## src/rtl/ipv4_vlg_pkg.sv

```systemverilog
// Shared IPv4 definitions for the TX/RX paths: header layout, constants, FSM
// encoding and byte/word extraction helpers over the packed header.
package ipv4_vlg_pkg;

   localparam int          IPV4_HDR_LEN   = 20;
   localparam logic [15:0] IPV4_ETHERTYPE = 16'h0800;

   typedef struct packed {
      logic [3:0]  version;
      logic [3:0]  ihl;
      logic [7:0]  tos;
      logic [15:0] total_len;
      logic [15:0] id;
      logic [15:0] flags_frag;
      logic [7:0]  ttl;
      logic [7:0]  proto;
      logic [15:0] checksum;
      logic [31:0] src;
      logic [31:0] dst;
   } ipv4_hdr_t;

   typedef enum logic [2:0] {IDLE, CKS, FOLD, HDR, PLD, DONE} fsm_t;

   // Byte idx (0 = first on the wire) of the big-endian header.
   function automatic logic [7:0] hdr_byte(input ipv4_hdr_t h, input logic [4:0] idx);
      logic [159:0] v;
      v = h;
      return v[159 - 8*int'(idx) -: 8];
   endfunction

   function automatic logic [15:0] hdr_word(input ipv4_hdr_t h, input logic [3:0] idx);
      logic [159:0] v;
      v = h;
      return v[159 - 16*int'(idx) -: 16];
   endfunction

endpackage

```

## src/rtl/ipv4_vlg_cks.sv

```systemverilog
// Sequential 16-bit one's-complement accumulator: clear, add one word per
// cycle into a 20-bit sum, then fold and store the complemented checksum.
module ipv4_vlg_cks
   import ipv4_vlg_pkg::*;
(
   input  logic        clk,
   input  logic        rst,
   input  logic        clr,
   input  logic        add,
   input  logic        fold,
   input  logic [15:0] word,
   output logic [15:0] cks
);

   logic [19:0] acc_r;
   logic [16:0] fold1_s;
   logic [15:0] fold2_s;

   // Two end-around carry adds; the second can never carry again.
   always_comb begin
      fold1_s = {1'b0, acc_r[15:0]} + {13'd0, acc_r[19:16]};
      fold2_s = fold1_s[15:0] + {15'd0, fold1_s[16]};
   end

   // Accumulator and folded checksum register.
   always_ff @(posedge clk) begin
      if (rst) begin
         acc_r <= 20'd0;
         cks   <= 16'd0;
      end else if (clr) begin
         acc_r <= 20'd0;
      end else if (add) begin
         acc_r <= acc_r + {4'd0, word};
      end else if (fold) begin
         cks <= ~fold2_s;
      end else begin
         acc_r <= acc_r;
      end
   end

endmodule

```

## src/rtl/ipv4_vlg_tx.sv

```systemverilog
// IPv4 transmit path: accepts a packet request, checksums the 20-byte header,
// then streams header and pass-through payload to the MAC transmitter.
module ipv4_vlg_tx
   import ipv4_vlg_pkg::*;
#(
   parameter int TTL           = 64,
   parameter int MTU           = 1500,
   parameter int STALL_TIMEOUT = 16
) (
   input  logic        clk,
   input  logic        rst,
   input  logic [31:0] dev_ipv4_addr,
   input  logic        req,
   input  logic [31:0] req_dst_ip,
   input  logic [47:0] req_dst_mac,
   input  logic [7:0]  req_proto,
   input  logic [15:0] req_pld_len,
   output logic        busy,
   input  logic [7:0]  pld_dat,
   input  logic        pld_val,
   output logic        pld_rdy,
   output logic [7:0]  mac_dat,
   output logic        mac_val,
   output logic        mac_sof,
   output logic        mac_eof,
   output logic        mac_err,
   input  logic        mac_rdy,
   output logic [47:0] mac_dst,
   output logic [15:0] mac_ethertype,
   output logic        done,
   output logic        rej
);

   fsm_t        state_r;
   logic [4:0]  cnt_r;
   logic [15:0] id_cnt_r;
   logic [15:0] id_r;
   logic [15:0] len_r;
   logic [31:0] src_ip_r;
   logic [31:0] dst_ip_r;
   logic [7:0]  proto_r;
   logic [15:0] pcnt_r;
   logic [15:0] stall_r;

   ipv4_hdr_t   hdr_s;
   logic [15:0] cks_s;
   logic [15:0] word_s;
   logic        oversize_s;
   logic        accept_s;
   logic        abort_s;
   logic        beat_s;

   assign mac_ethertype = IPV4_ETHERTYPE;
   assign oversize_s    = ({1'b0, req_pld_len} + 17'(IPV4_HDR_LEN)) > 17'(MTU);
   assign accept_s      = (state_r == IDLE) && req && !oversize_s;

   // Header image from latched request fields and the folded checksum.
   always_comb begin
      hdr_s.version    = 4'd4;
      hdr_s.ihl        = 4'd5;
      hdr_s.tos        = 8'h00;
      hdr_s.total_len  = len_r + 16'(IPV4_HDR_LEN);
      hdr_s.id         = id_r;
      hdr_s.flags_frag = 16'h4000;
      hdr_s.ttl        = 8'(TTL);
      hdr_s.proto      = proto_r;
      hdr_s.checksum   = cks_s;
      hdr_s.src        = src_ip_r;
      hdr_s.dst        = dst_ip_r;
      if (cnt_r == 5'd5) begin
         word_s = 16'h0000;
      end else begin
         word_s = hdr_word(hdr_s, cnt_r[3:0]);
      end
   end

   ipv4_vlg_cks u_cks (
      .clk  (clk),
      .rst  (rst),
      .clr  (accept_s),
      .add  (state_r == CKS),
      .fold (state_r == FOLD),
      .word (word_s),
      .cks  (cks_s)
   );

   // MAC beat and payload handshake; payload is passed through with no latency.
   always_comb begin
      mac_dat = 8'h00;
      mac_val = 1'b0;
      mac_sof = 1'b0;
      mac_eof = 1'b0;
      mac_err = 1'b0;
      pld_rdy = 1'b0;
      abort_s = 1'b0;
      case (state_r)
         HDR: begin
            mac_val = 1'b1;
            mac_dat = hdr_byte(hdr_s, cnt_r);
            mac_sof = (cnt_r == 5'd0);
            mac_eof = (cnt_r == 5'd19) && (len_r == 16'd0);
         end
         PLD: begin
            if (stall_r == 16'(STALL_TIMEOUT)) begin
               abort_s = 1'b1;
               mac_val = 1'b1;
               mac_err = 1'b1;
               mac_eof = 1'b1;
            end else begin
               mac_val = pld_val;
               mac_dat = pld_dat;
               pld_rdy = pld_val && mac_rdy;
               mac_eof = pld_val && (pcnt_r == len_r - 16'd1);
            end
         end
         default: mac_val = 1'b0;
      endcase
      beat_s = mac_val && mac_rdy;
   end

   // Packet sequencing FSM with registered status outputs.
   always_ff @(posedge clk) begin
      if (rst) begin
         state_r  <= IDLE;
         cnt_r    <= 5'd0;
         id_cnt_r <= 16'd0;
         id_r     <= 16'd0;
         len_r    <= 16'd0;
         src_ip_r <= 32'd0;
         dst_ip_r <= 32'd0;
         proto_r  <= 8'd0;
         pcnt_r   <= 16'd0;
         stall_r  <= 16'd0;
         busy     <= 1'b0;
         done     <= 1'b0;
         rej      <= 1'b0;
         mac_dst  <= 48'd0;
      end else begin
         done <= 1'b0;
         rej  <= 1'b0;
         case (state_r)
            IDLE: begin
               if (req && oversize_s) begin
                  rej <= 1'b1;
               end else if (accept_s) begin
                  id_r     <= id_cnt_r;
                  id_cnt_r <= id_cnt_r + 16'd1;
                  len_r    <= req_pld_len;
                  src_ip_r <= dev_ipv4_addr;
                  dst_ip_r <= req_dst_ip;
                  proto_r  <= req_proto;
                  mac_dst  <= req_dst_mac;
                  busy     <= 1'b1;
                  cnt_r    <= 5'd0;
                  state_r  <= CKS;
               end else begin
                  state_r <= IDLE;
               end
            end
            CKS: begin
               if (cnt_r == 5'd9) begin
                  cnt_r   <= 5'd0;
                  state_r <= FOLD;
               end else begin
                  cnt_r <= cnt_r + 5'd1;
               end
            end
            FOLD: begin
               cnt_r   <= 5'd0;
               state_r <= HDR;
            end
            HDR: begin
               if (beat_s) begin
                  if (cnt_r == 5'd19) begin
                     pcnt_r  <= 16'd0;
                     stall_r <= 16'd0;
                     if (len_r == 16'd0) begin
                        done    <= 1'b1;
                        busy    <= 1'b0;
                        state_r <= DONE;
                     end else begin
                        state_r <= PLD;
                     end
                  end else begin
                     cnt_r <= cnt_r + 5'd1;
                  end
               end
            end
            PLD: begin
               if (abort_s) begin
                  if (mac_rdy) begin
                     rej     <= 1'b1;
                     busy    <= 1'b0;
                     state_r <= DONE;
                  end
               end else if (beat_s) begin
                  stall_r <= 16'd0;
                  if (mac_eof) begin
                     done    <= 1'b1;
                     busy    <= 1'b0;
                     state_r <= DONE;
                  end else begin
                     pcnt_r <= pcnt_r + 16'd1;
                  end
               end else if (!pld_val) begin
                  stall_r <= stall_r + 16'd1;
               end else begin
                  stall_r <= stall_r;
               end
            end
            DONE:    state_r <= IDLE;
            default: state_r <= IDLE;
         endcase
      end
   end

endmodule

```

## config.mk

```make
export PLATFORM = sky130hd
export DESIGN_NAME = ipv4_vlg_tx
export DESIGN_NICKNAME = d
export VERILOG_FILES = /design/src/rtl/ipv4_vlg_pkg.sv /design/src/rtl/ipv4_vlg_cks.sv /design/src/rtl/ipv4_vlg_tx.sv
export SDC_FILE = /design/constraint.sdc
export NUM_CORES = 1
export LEC_CHECK = 0
export ABC_AREA = 1
export ABC_CLOCK_PERIOD_IN_PS = 4050
export CAP_MARGIN = 20
export CORE_UTILIZATION = 35
export DETAILED_ROUTE_END_ITERATION = 12
export PLACE_DENSITY = 0.59
export SLEW_MARGIN = 20
export SYNTH_ARGS = -nofsm -noshare
export SYNTH_HDL_FRONTEND = slang
export SYNTH_SLANG_ARGS = --single-unit
```

## constraint.sdc

```tcl
create_clock -name clk -period 4.05 [get_ports clk]
set_clock_uncertainty 0.15 [all_clocks]
set_input_delay 0.405 -clock clk [delete_from_list [all_inputs] [get_ports clk]]
set_output_delay 0.405 -clock clk [all_outputs]
set_load 0.02 [all_outputs]
```

==> impl_metrics.yaml, run 1 <==
min_path:
  min_to: "state_r[0]"
  whs_path_depth: 4
  hold_start: "rst"
  min_path_type: "input port to register"
layout:
  drive_gt1_frac: 0.0580
  areaGrowthSynthToFinish_pct: 24.6
  layout.nets: 2721
  diodes: 0
  n_fill_cell: 4538
die:
  dieArea_um2: 44400
  initial_core_util: 0.355
  placeableCoreArea_um2: 43000
  die_width_um: 211
  dieHeight_um: 211
  rows: 76
  num_io_pins: 229
global_route:
  grt_pass1_vias: 15500
  antenna_found_initial: 0
  grt_pass1_wl_mm: 85.3
  grt.total_usage: 0.240
  grt_max_degree: 202
  overflow: 0
clock_tree:
  cts_max_level: 1
  clk_pin_slew_worst_paths_ns: 0.07
  worstSkewPairLatency_ns: 0.57
  cts_made_buffers: 28
  clockBufferDepth: 3
  cts_tree: "built"
  cts_root_buf: "clkbuf_16"
  clock_sink_count: 247
  postCtsSetupRepairBufs: 0
detailed_routing:
  drt-wirelength-per-cell_um: 17.4
  drcViolationCount: 0
  ant_nets: 0
  drt-initial-drc-count: 1514
  first_pass_iters: 5
  vias_per_cell: 5.23
  drt_wl_total_mm: 54.5
  num_vias: 16400
critical_path:
  path_buf_inv: 6
  crit_top_cell: "nand2_1"
  rr_startpoint: "cnt_r[1]"
  max_stage_delay_ns: 0.59
  slowest_stage: "clkdlybuf4s50_1"
  worstPathMaxFanout: 50
  worstReg2RegEnd: "u_cks.acc_r[17]"
  path_delay_family: "buffers and inverters"
  r2r_cells: 18
  required_ns: 3.49
  crit_type: "register to primary output"
  critPathArrivalTime_ns: 3.34
  start_kind: "register"
  end_kind: "primary output"
  path_cells: "inv_1 -> buf_12 -> nand2_1 -> inv_2 -> buf_4 -> a221oi_1 -> o21ai_0 -> nand3_1 -> nand2_1 -> nand2_1 -> o21ai_0 -> buf_4 -> clkdlybuf4s50_1"
  r2r_setup_slack_ns: 0.27
timing:
  fin_tns_setup_ns: 0
  fmax_mhz: 257
  drv_slew: 0
  setup_slack_ns: 0.156
  layout_min_cycle_time_ns: 3.89
  worst_pin_slew_ns: 0.773
  hold_ws_ns: 0.274
  grt_setup_unrepaired: "no"
  relSlewSlack: 0.485
  timing.final.crit_share: 0.962
  timing_hold_violations_final: 0
  setup_viol: 0
logic_synthesis:
  synth_top_area_frac: 0.324
  synth-edff-count: 0
  syn-cell-area_um2: 15200
  synth-seq-cells: 247
  synthFlopType: "dfxtp_1"
  synthDistinctLibCells: 63
  synth_area_leaders: "dfxtp_1 (32%), nand2_1 (13%), nor2_1 (9.3%), o21ai_0 (7.9%), a21oi_1 (5.9%)"
  synth_top_family_by_area: "simple AND/OR/NAND/NOR gates"
  synth_compound_area_frac: 0.196
  yosys.area_share.simple: 0.315
  synth-async-reset-ratio: 0
  synth_cells: 2363
  yosysSeqAreaShare: 0.324
  synthMuxAreaShare: 0
  synth_adder_area_share: 0.0371
  synth.avg_cell_area_um2: 6.45
  yosys.area.top_type: "dfxtp_1"
  synth_xor_area_frac: 0.0388
  yosysWarnings: 0
job:
  cap_violations: 0
power_and_ir_drop:
  p_leak_nw: 7.27
  p_clk_frac: 0.365
  p_int_w: 0.00487
  swShare: 0.339
  combPwrFrac: 0.273
  power_frac_seq: 0.362
  p_sw_w: 0.00250
  pwr_density_cell_nw_per_um2: 388
  ir_drop_mv: 0.407
placement:
  dp_hpwl_mm: 41.4
  portBuffers: 212
  gp_congestion: 1.04
  place_ws_ns: -0.163
run_status:
  status: "finished, final reports clean"
## cell usage after synthesis, drive strengths merged (8+ instances only)
cell type    n
nand2      518
nor2       384
dfxtp      247
o21ai      243
inv        185
a21oi      181
nand3      134
clkbuf      84
xor2        52
buf         51
ha          42
nand4       36
nor3        34
o211ai      23
nor4        16
xnor2       13
o22ai       12
or2         10
nand3b       9
a211oi       8
a31oi        8
## state kept, by name (all words and copies together) (netlist names), 20 cells and up
register,count
dst_ip_r,32
mac_dst,48
src_ip_r,32
u_cks.acc_r,20
## layout make-up
cell class	instances	area [um2]	area share
clock buffers	41	830	0.0437
clock inverters	11	154	0.00810
flip-flops and latches	247	4950	0.261
repair buffers	256	2520	0.133
multi-input cells	1807	9090	0.479
well taps	585	732	0.0385
inverters	188	713	0.0376
## power groups by stage
stage	Combinational, W	Clock [W]	Sequential (W)
6_report	0.00201	0.00269	0.00267
4_1_cts	0.00196	0.00276	0.00267
3_3_place_gp	0.00195	0	0.00272
2_1_floorplan	0.00121	0	0.00268
3_5_place_dp	0.00196	0	0.00272
5_1_grt	0.00220	0.00284	0.00268
## stage by stage
| step | power (W) | utilization | area [um2] | instances |
|---|---|---|---|---|
| finish | 0.00737 | 0.442 | 19000 | 3135 |
| global placement | 0.00467 | 0.417 | 17900 | 3083 |
| floorplan | 0.00389 | - | 15300 | 2377 |
| CTS | 0.00739 | 0.440 | 18900 | 3135 |
| detailed placement | 0.00467 | 0.417 | 17900 | 3083 |
| global route | 0.00772 | 0.442 | 19000 | 3135 |
## worst register-to-register path: cells and delay by family (launching register included)
| kind | cells | cell delay, ns |
|---|---|---|
| compound gates | 5 | 0.89 |
| fa+ha+maj | 1 | 0.35 |
| buf+inv | 5 | 0.73 |
| flops | 1 | 0.31 |
| simple gates | 7 | 1.25 |
## cells by family (layout without fill, tap and decap cells)
kind of cell             count (synthesis)  count (layout)
AO/OA/AOI/OAI                          535             535
XOR/XNOR                                66              66
adder cells (fa/ha/maj)                 44              44
buffers and inverters                  323             496
flip-flops                             247             247
other                                    2              16
AND/OR/NAND/NOR                       1146            1146
## worst max-delay path by stage
stage	start	endpoint	slack, ns	cells past startpoint
finish	cnt_r[1]	mac_dat[5]	0.16	13
global route	cnt_r[2]	mac_dat[3]	0.004	11
CTS	len_r[2]	mac_dat[6]	0.01	15
detailed placement	len_r[2]	u_cks.acc_r[17]	-0.16	17
global placement	len_r[2]	u_cks.acc_r[18]	-0.25	16
floorplan	cnt_r[1]	u_cks.acc_r[16]	0.008	24
## timing repair
action | 4_1_cts | 5_1_grt
endpoints found under the setup margin | 11 | 15
hold buffers | 0 | 0
pin swaps | 0 | 0
gates resized for setup | 6 | 18
## metal layers
metal | routed length, um | vias up | GRT usage
met3 | 3790 | 102 | 0.0442
met5 | 0 | - | 0
met1 | 24400 | 7538 | 0.317
li1 | - | 8148 | -
met2 | 24700 | 599 | 0.394
met4 | 1570 | 0 | 0.0720
## placed cells by master, fill, tap and decap left out, types with 28 or more instances in the layout
cell type / instances
nand4_1: 35
nand2_1: 513
buf_4: 38
clkdlybuf4s50_1: 210
nor2_1: 376
nand3_1: 130
o21ai_0: 237
clkbuf_16: 28
xor2_1: 52
dfxtp_1: 243
ha_1: 41
inv_1: 175
nor3_1: 30
a21oi_1: 181
Power figures use the tool's default switching activity.
==> run 2, diff against run 1 <==
--- a/config.mk
+++ b/config.mk
@@ -10,7 +10,8 @@
 export CAP_MARGIN = 20
 export CORE_UTILIZATION = 35
 export DETAILED_ROUTE_END_ITERATION = 12
-export PLACE_DENSITY = 0.59
+export MAX_ROUTING_LAYER = met4
+export PLACE_DENSITY = 0.68
 export SLEW_MARGIN = 20
 export SYNTH_ARGS = -nofsm -noshare
 export SYNTH_HDL_FRONTEND = slang
==> impl_metrics.yaml, run 2 (synthesized netlist as in run 1, its figures left out) <==
critical_path:
  r2r_setup_slack_ns: 0.26
  rr_startpoint: "cnt_r[1]"
  critPathArrivalTime_ns: 3.35
  r2r_cells: 15
  worstPathMaxFanout: 8
  crit_type: "register to primary output"
  end_kind: "primary output"
  worstReg2RegEnd: "u_cks.acc_r[11]"
  required_ns: 3.49
  start_kind: "register"
layout:
  final_cell_mix: "nand2_1 (512), nor2_1 (374), dfxtp_1 (245)"
  layout.nets: 2748
  final_common_cell: "nand2_1"
  diodes: 0
  drive_gt1_frac: 0.0650
  final_cell_area_um2: 19100
  largest_register: "mac_dst"
  areaGrowthSynthToFinish_pct: 25.4
  largestRegisters: "mac_dst: 48 flops, dst_ip_r: 32 flops, src_ip_r: 32 flops"
  stdcell_count: 3156
  largest_reg_flops: 48
detailed_routing:
  drt-initial-drc-count: 1319
  wl_met3_mm: 4.03
  num_vias: 16700
  drt-wirelength-per-cell_um: 17.0
  drt-met1-wl_mm: 23.9
  wl_met2_mm: 24.0
  vias_per_cell: 5.30
  drt_wl_total_mm: 53.8
  first_pass_iters: 7
  ant_nets: 0
  top_layer: "met4"
  drcViolationCount: 0
power_and_ir_drop:
  p_leak_nw: 7.41
  p_clk_frac: 0.351
  p_int_w: 0.00480
  pwr_density_cell_nw_per_um2: 380
  p_sw_w: 0.00246
  power_frac_seq: 0.369
  ir_drop_mv: 0.273
  combPwrFrac: 0.280
  swShare: 0.339
timing:
  fmax_mhz: 256
  setup_viol: 0
  relSlewSlack: 0.511
  timing_hold_violations_final: 0
  grt_setup_unrepaired: "no"
  drv_slew: 0
  setup_slack_ns: 0.145
  layout_min_cycle_time_ns: 3.90
  worst_pin_slew_ns: 0.732
  timing.final.crit_share: 0.964
clock_tree:
  cts_made_buffers: 28
  cts_max_level: 1
  cts_tree: "built"
  clk_pin_slew_worst_paths_ns: 0.06
  clock_sink_count: 247
  clockBufferDepth: 3
  postCtsHoldBufs: 0
  worstSkewPairLatency_ns: 0.56
  cts_root_buf: "clkbuf_16"
global_route:
  grt_max_degree: 152
  overflow: 0
  grt_pass1_vias: 15900
  antenna_found_initial: 0
  grt_pass1_wl_mm: 85.0
  grt.total_usage: 0.245
placement:
  dp_hpwl_mm: 41.1
  portBuffers: 212
  placed_area_um2: 18200
  place_ws_ns: 0.0154
  gp_congestion: 1.03
  placed_cells: 3110
die:
  rows: 76
  initial_core_util: 0.355
  placeableCoreArea_um2: 43000
  dieHeight_um: 211
  num_io_pins: 229
  die_width_um: 211
  dieArea_um2: 44400
job:
  cap_violations: 0
run_status:
  status: "finished, final reports clean"
min_path:
  min_to: "id_cnt_r[12]"
  whs_path_depth: 2
  hold_start: "rst"
  min_path_type: "input port to register"
-- run 2: through the flow --
stage          TNS (ns)  hold slack, ns  total power, W   util
3_3_place_gp   -0.00865           0.290         0.00468  0.423
2_1_floorplan         0           0.269         0.00389      -
4_1_cts               0          0.0393         0.00726  0.444
6_report              0          0.0668         0.00726  0.445
5_1_grt               0          0.0391         0.00761  0.445
3_5_place_dp          0           0.298         0.00470  0.423
-- run 2: worst max path at each step --
stage,from,to
final,cnt_r[3],mac_dat[5]
after global routing,cnt_r[1],u_cks.acc_r[11]
after CTS,len_r[2],u_cks.acc_r[18]
after detailed placement,len_r[2],u_cks.acc_r[12]
after global placement,cnt_r[1],u_cks.acc_r[17]
after floorplan,cnt_r[1],u_cks.acc_r[16]
-- run 2: cell type report --
| cell class | instances | area [um2] |
|---|---|---|
| Multi-Input combinational cell | 1807 | 9070 |
| Clock inverter | 9 | 105 |
| Inverter | 188 | 712 |
| Sequential cell | 247 | 4950 |
| Clock buffer | 37 | 806 |
| Tap cell | 585 | 732 |
| Timing Repair Buffer | 283 | 2750 |
| Fill cell | 4553 | 23900 |
-- run 2: timing repair --
action / CTS / global route
pin swaps: 0 / 0
setup buffers: 0 / 0
gates resized for setup: 3 / 16
setup endpoints to repair: 3 / 16
-- run 2: power by group through the flow --
stage | Sequential (W) | Clock, W | Combinational, W
finish | 0.00268 | 0.00255 | 0.00203
global route | 0.00269 | 0.00270 | 0.00222
CTS | 0.00268 | 0.00260 | 0.00198
detailed placement | 0.00273 | 0 | 0.00198
global placement | 0.00273 | 0 | 0.00196
floorplan | 0.00268 | 0 | 0.00121
-- run 2: metal layers --
layer  track usage  vias to the layer above
li1              -                     8190
met4        0.0852                        0
met1         0.315                     7746
met5             -                        -
met2         0.388                      660
met3        0.0407                      126
-- run 2: critical path: stages (launching register included) --
cell             delay, ns
dfxtp_2               0.42
inv_1                 0.10
ha_1                  0.35
buf_4                 0.21
nor4_1                0.54
o21ai_0               0.21
nand3_1               0.13
nand2_1               0.05
nand2_1               0.06
o21ai_0               0.12
clkdlybuf4s50_1       0.59
==> run 3, diff against run 2 <==
--- a/config.mk
+++ b/config.mk
@@ -9,6 +9,7 @@
 export ABC_CLOCK_PERIOD_IN_PS = 4050
 export CAP_MARGIN = 20
 export CORE_UTILIZATION = 35
+export CTS_CLUSTER_SIZE = 40
 export DETAILED_ROUTE_END_ITERATION = 12
 export MAX_ROUTING_LAYER = met4
 export PLACE_DENSITY = 0.68
==> impl_metrics.yaml, run 3 (synthesized netlist as in run 1, its figures left out) <==
run_status:
  status: "finished, final reports clean"
clock_tree:
  cts_max_level: 1
  clock_sink_count: 247
  worstSkewPairLatency_ns: 0.56
  clk_pin_slew_worst_paths_ns: 0.06
  cts_made_buffers: 28
  cts_root_buf: "clkbuf_16"
  clockBufferDepth: 3
  cts_tree: "built"
  postCtsHoldBufs: 0
power_and_ir_drop:
  pwr_density_cell_nw_per_um2: 380
  p_leak_nw: 7.41
  ir_drop_mv: 0.273
global_route:
  grt.total_usage: 0.245
  grt_pass1_wl_mm: 85.0
  grt_max_degree: 152
  antenna_found_initial: 0
  overflow: 0
  grt_pass1_vias: 15900
detailed_routing:
  drt-initial-drc-count: 1238
  vias_per_cell: 5.30
  ant_nets: 0
  drcViolationCount: 0
  drt-wirelength-per-cell_um: 17.0
  first_pass_iters: 6
  drt_wl_total_mm: 53.7
  num_vias: 16700
timing:
  relSlewSlack: 0.496
  fin_tns_setup_ns: 0
  worst_pin_slew_ns: 0.755
  drv_slew: 0
  setup_viol: 0
  timing_hold_violations_final: 0
  layout_min_cycle_time_ns: 3.91
  timing.final.crit_share: 0.964
  grt_setup_unrepaired: "no"
  hold_ws_ns: 0.0812
  setup_slack_ns: 0.144
  fmax_mhz: 256
critical_path:
  crit_type: "register to primary output"
  required_ns: 3.49
  r2r_setup_slack_ns: 0.24
  worstPathMaxFanout: 8
  slowest_stage: "clkdlybuf4s50_1"
  end_kind: "primary output"
  max_stage_delay_ns: 0.59
  start_kind: "register"
  critPathArrivalTime_ns: 3.35
  path_cells: "inv_1 -> ha_1 -> buf_4 -> nor4_1 -> o21ai_0 -> nand3_1 -> nand2_1 -> nand2_1 -> o21ai_0 -> clkdlybuf4s50_1"
die:
  die_width_um: 211
  num_io_pins: 229
  initial_core_util: 0.355
  dieHeight_um: 211
  dieArea_um2: 44400
  placeableCoreArea_um2: 43000
  rows: 76
layout:
  largest_reg_flops: 48
  final_cell_mix: "nand2_1 (512), nor2_1 (374), dfxtp_1 (245)"
  final_common_cell: "nand2_1"
  areaGrowthSynthToFinish_pct: 25.4
  drive_gt1_frac: 0.0650
  largest_register: "mac_dst"
  largestRegisters: "mac_dst: 48 flops, dst_ip_r: 32 flops, src_ip_r: 32 flops"
  layout.nets: 2748
  diodes: 0
min_path:
  min_path_type: "input port to register"
job:
  cap_violations: 0
placement:
  portBuffers: 212
  place_ws_ns: 0.0154
  dp_hpwl_mm: 41.1
  gp_congestion: 1.03
run 3: cell counts in the layout (fill, tap and decap cells not counted):
Identical to the previous run, type by type.
run 3: per-layer routing:
metal  GRT usage  vias to the layer above  share of wire
li1            -                     8190              -
met1       0.315                     7754           0.44
met2       0.388                      662           0.45
met3      0.0407                      116          0.074
met4      0.0852                        0          0.032
met5           -                        -              0
run 3: worst paths after layout:
check,startpoint,end,cells past startpoint
max,cnt_r[3],mac_dat[5],10
min reg2reg,id_r[11],id_r[11],2
max reg2reg,cnt_r[1],u_cks.acc_r[11],15
min,rst,id_cnt_r[12],2
run 3: metrics by stage:
stage / power [W] / cell area [um2] / utilization / std cells
after floorplan: 0.00389 / 15300 / - / 2377
after global placement: 0.00468 / 18200 / 0.423 / 3110
after detailed placement: 0.00470 / 18200 / 0.423 / 3110
after CTS: 0.00726 / 19100 / 0.444 / 3156
after global routing: 0.00761 / 19100 / 0.445 / 3156
final: 0.00727 / 19100 / 0.445 / 3156
run 3: layout make-up:
cell class,count,area (um2)
fillers,4553,23900
multi-input cells,1807,9070
flip-flops and latches,247,4950
repair buffers,283,2750
clock buffers,37,806
well taps,585,732
inverters,188,712
clock inverters,9,105
run 3: critical path: cells and delay by family, from the launching register on:
kind	cells	cell delay [ns]
flops	1	0.43
simple gates	4	0.78
fa+ha+maj	1	0.34
compound gates	2	0.33
buf+inv	3	0.90
run 3: timing repair:
action	4_1_cts	5_1_grt
setup buffers	0	0
endpoints found under the hold margin	0	0
setup endpoints to repair	3	16
resized for setup	3	16
run 3: power by group:
part           switching [W]  internal (W)  leakage, nW
Clock                0.00104       0.00151        0.450
Sequential          0.000133       0.00255         1.99
Combinational        0.00130      0.000742         4.96
Total                0.00247       0.00480         7.41
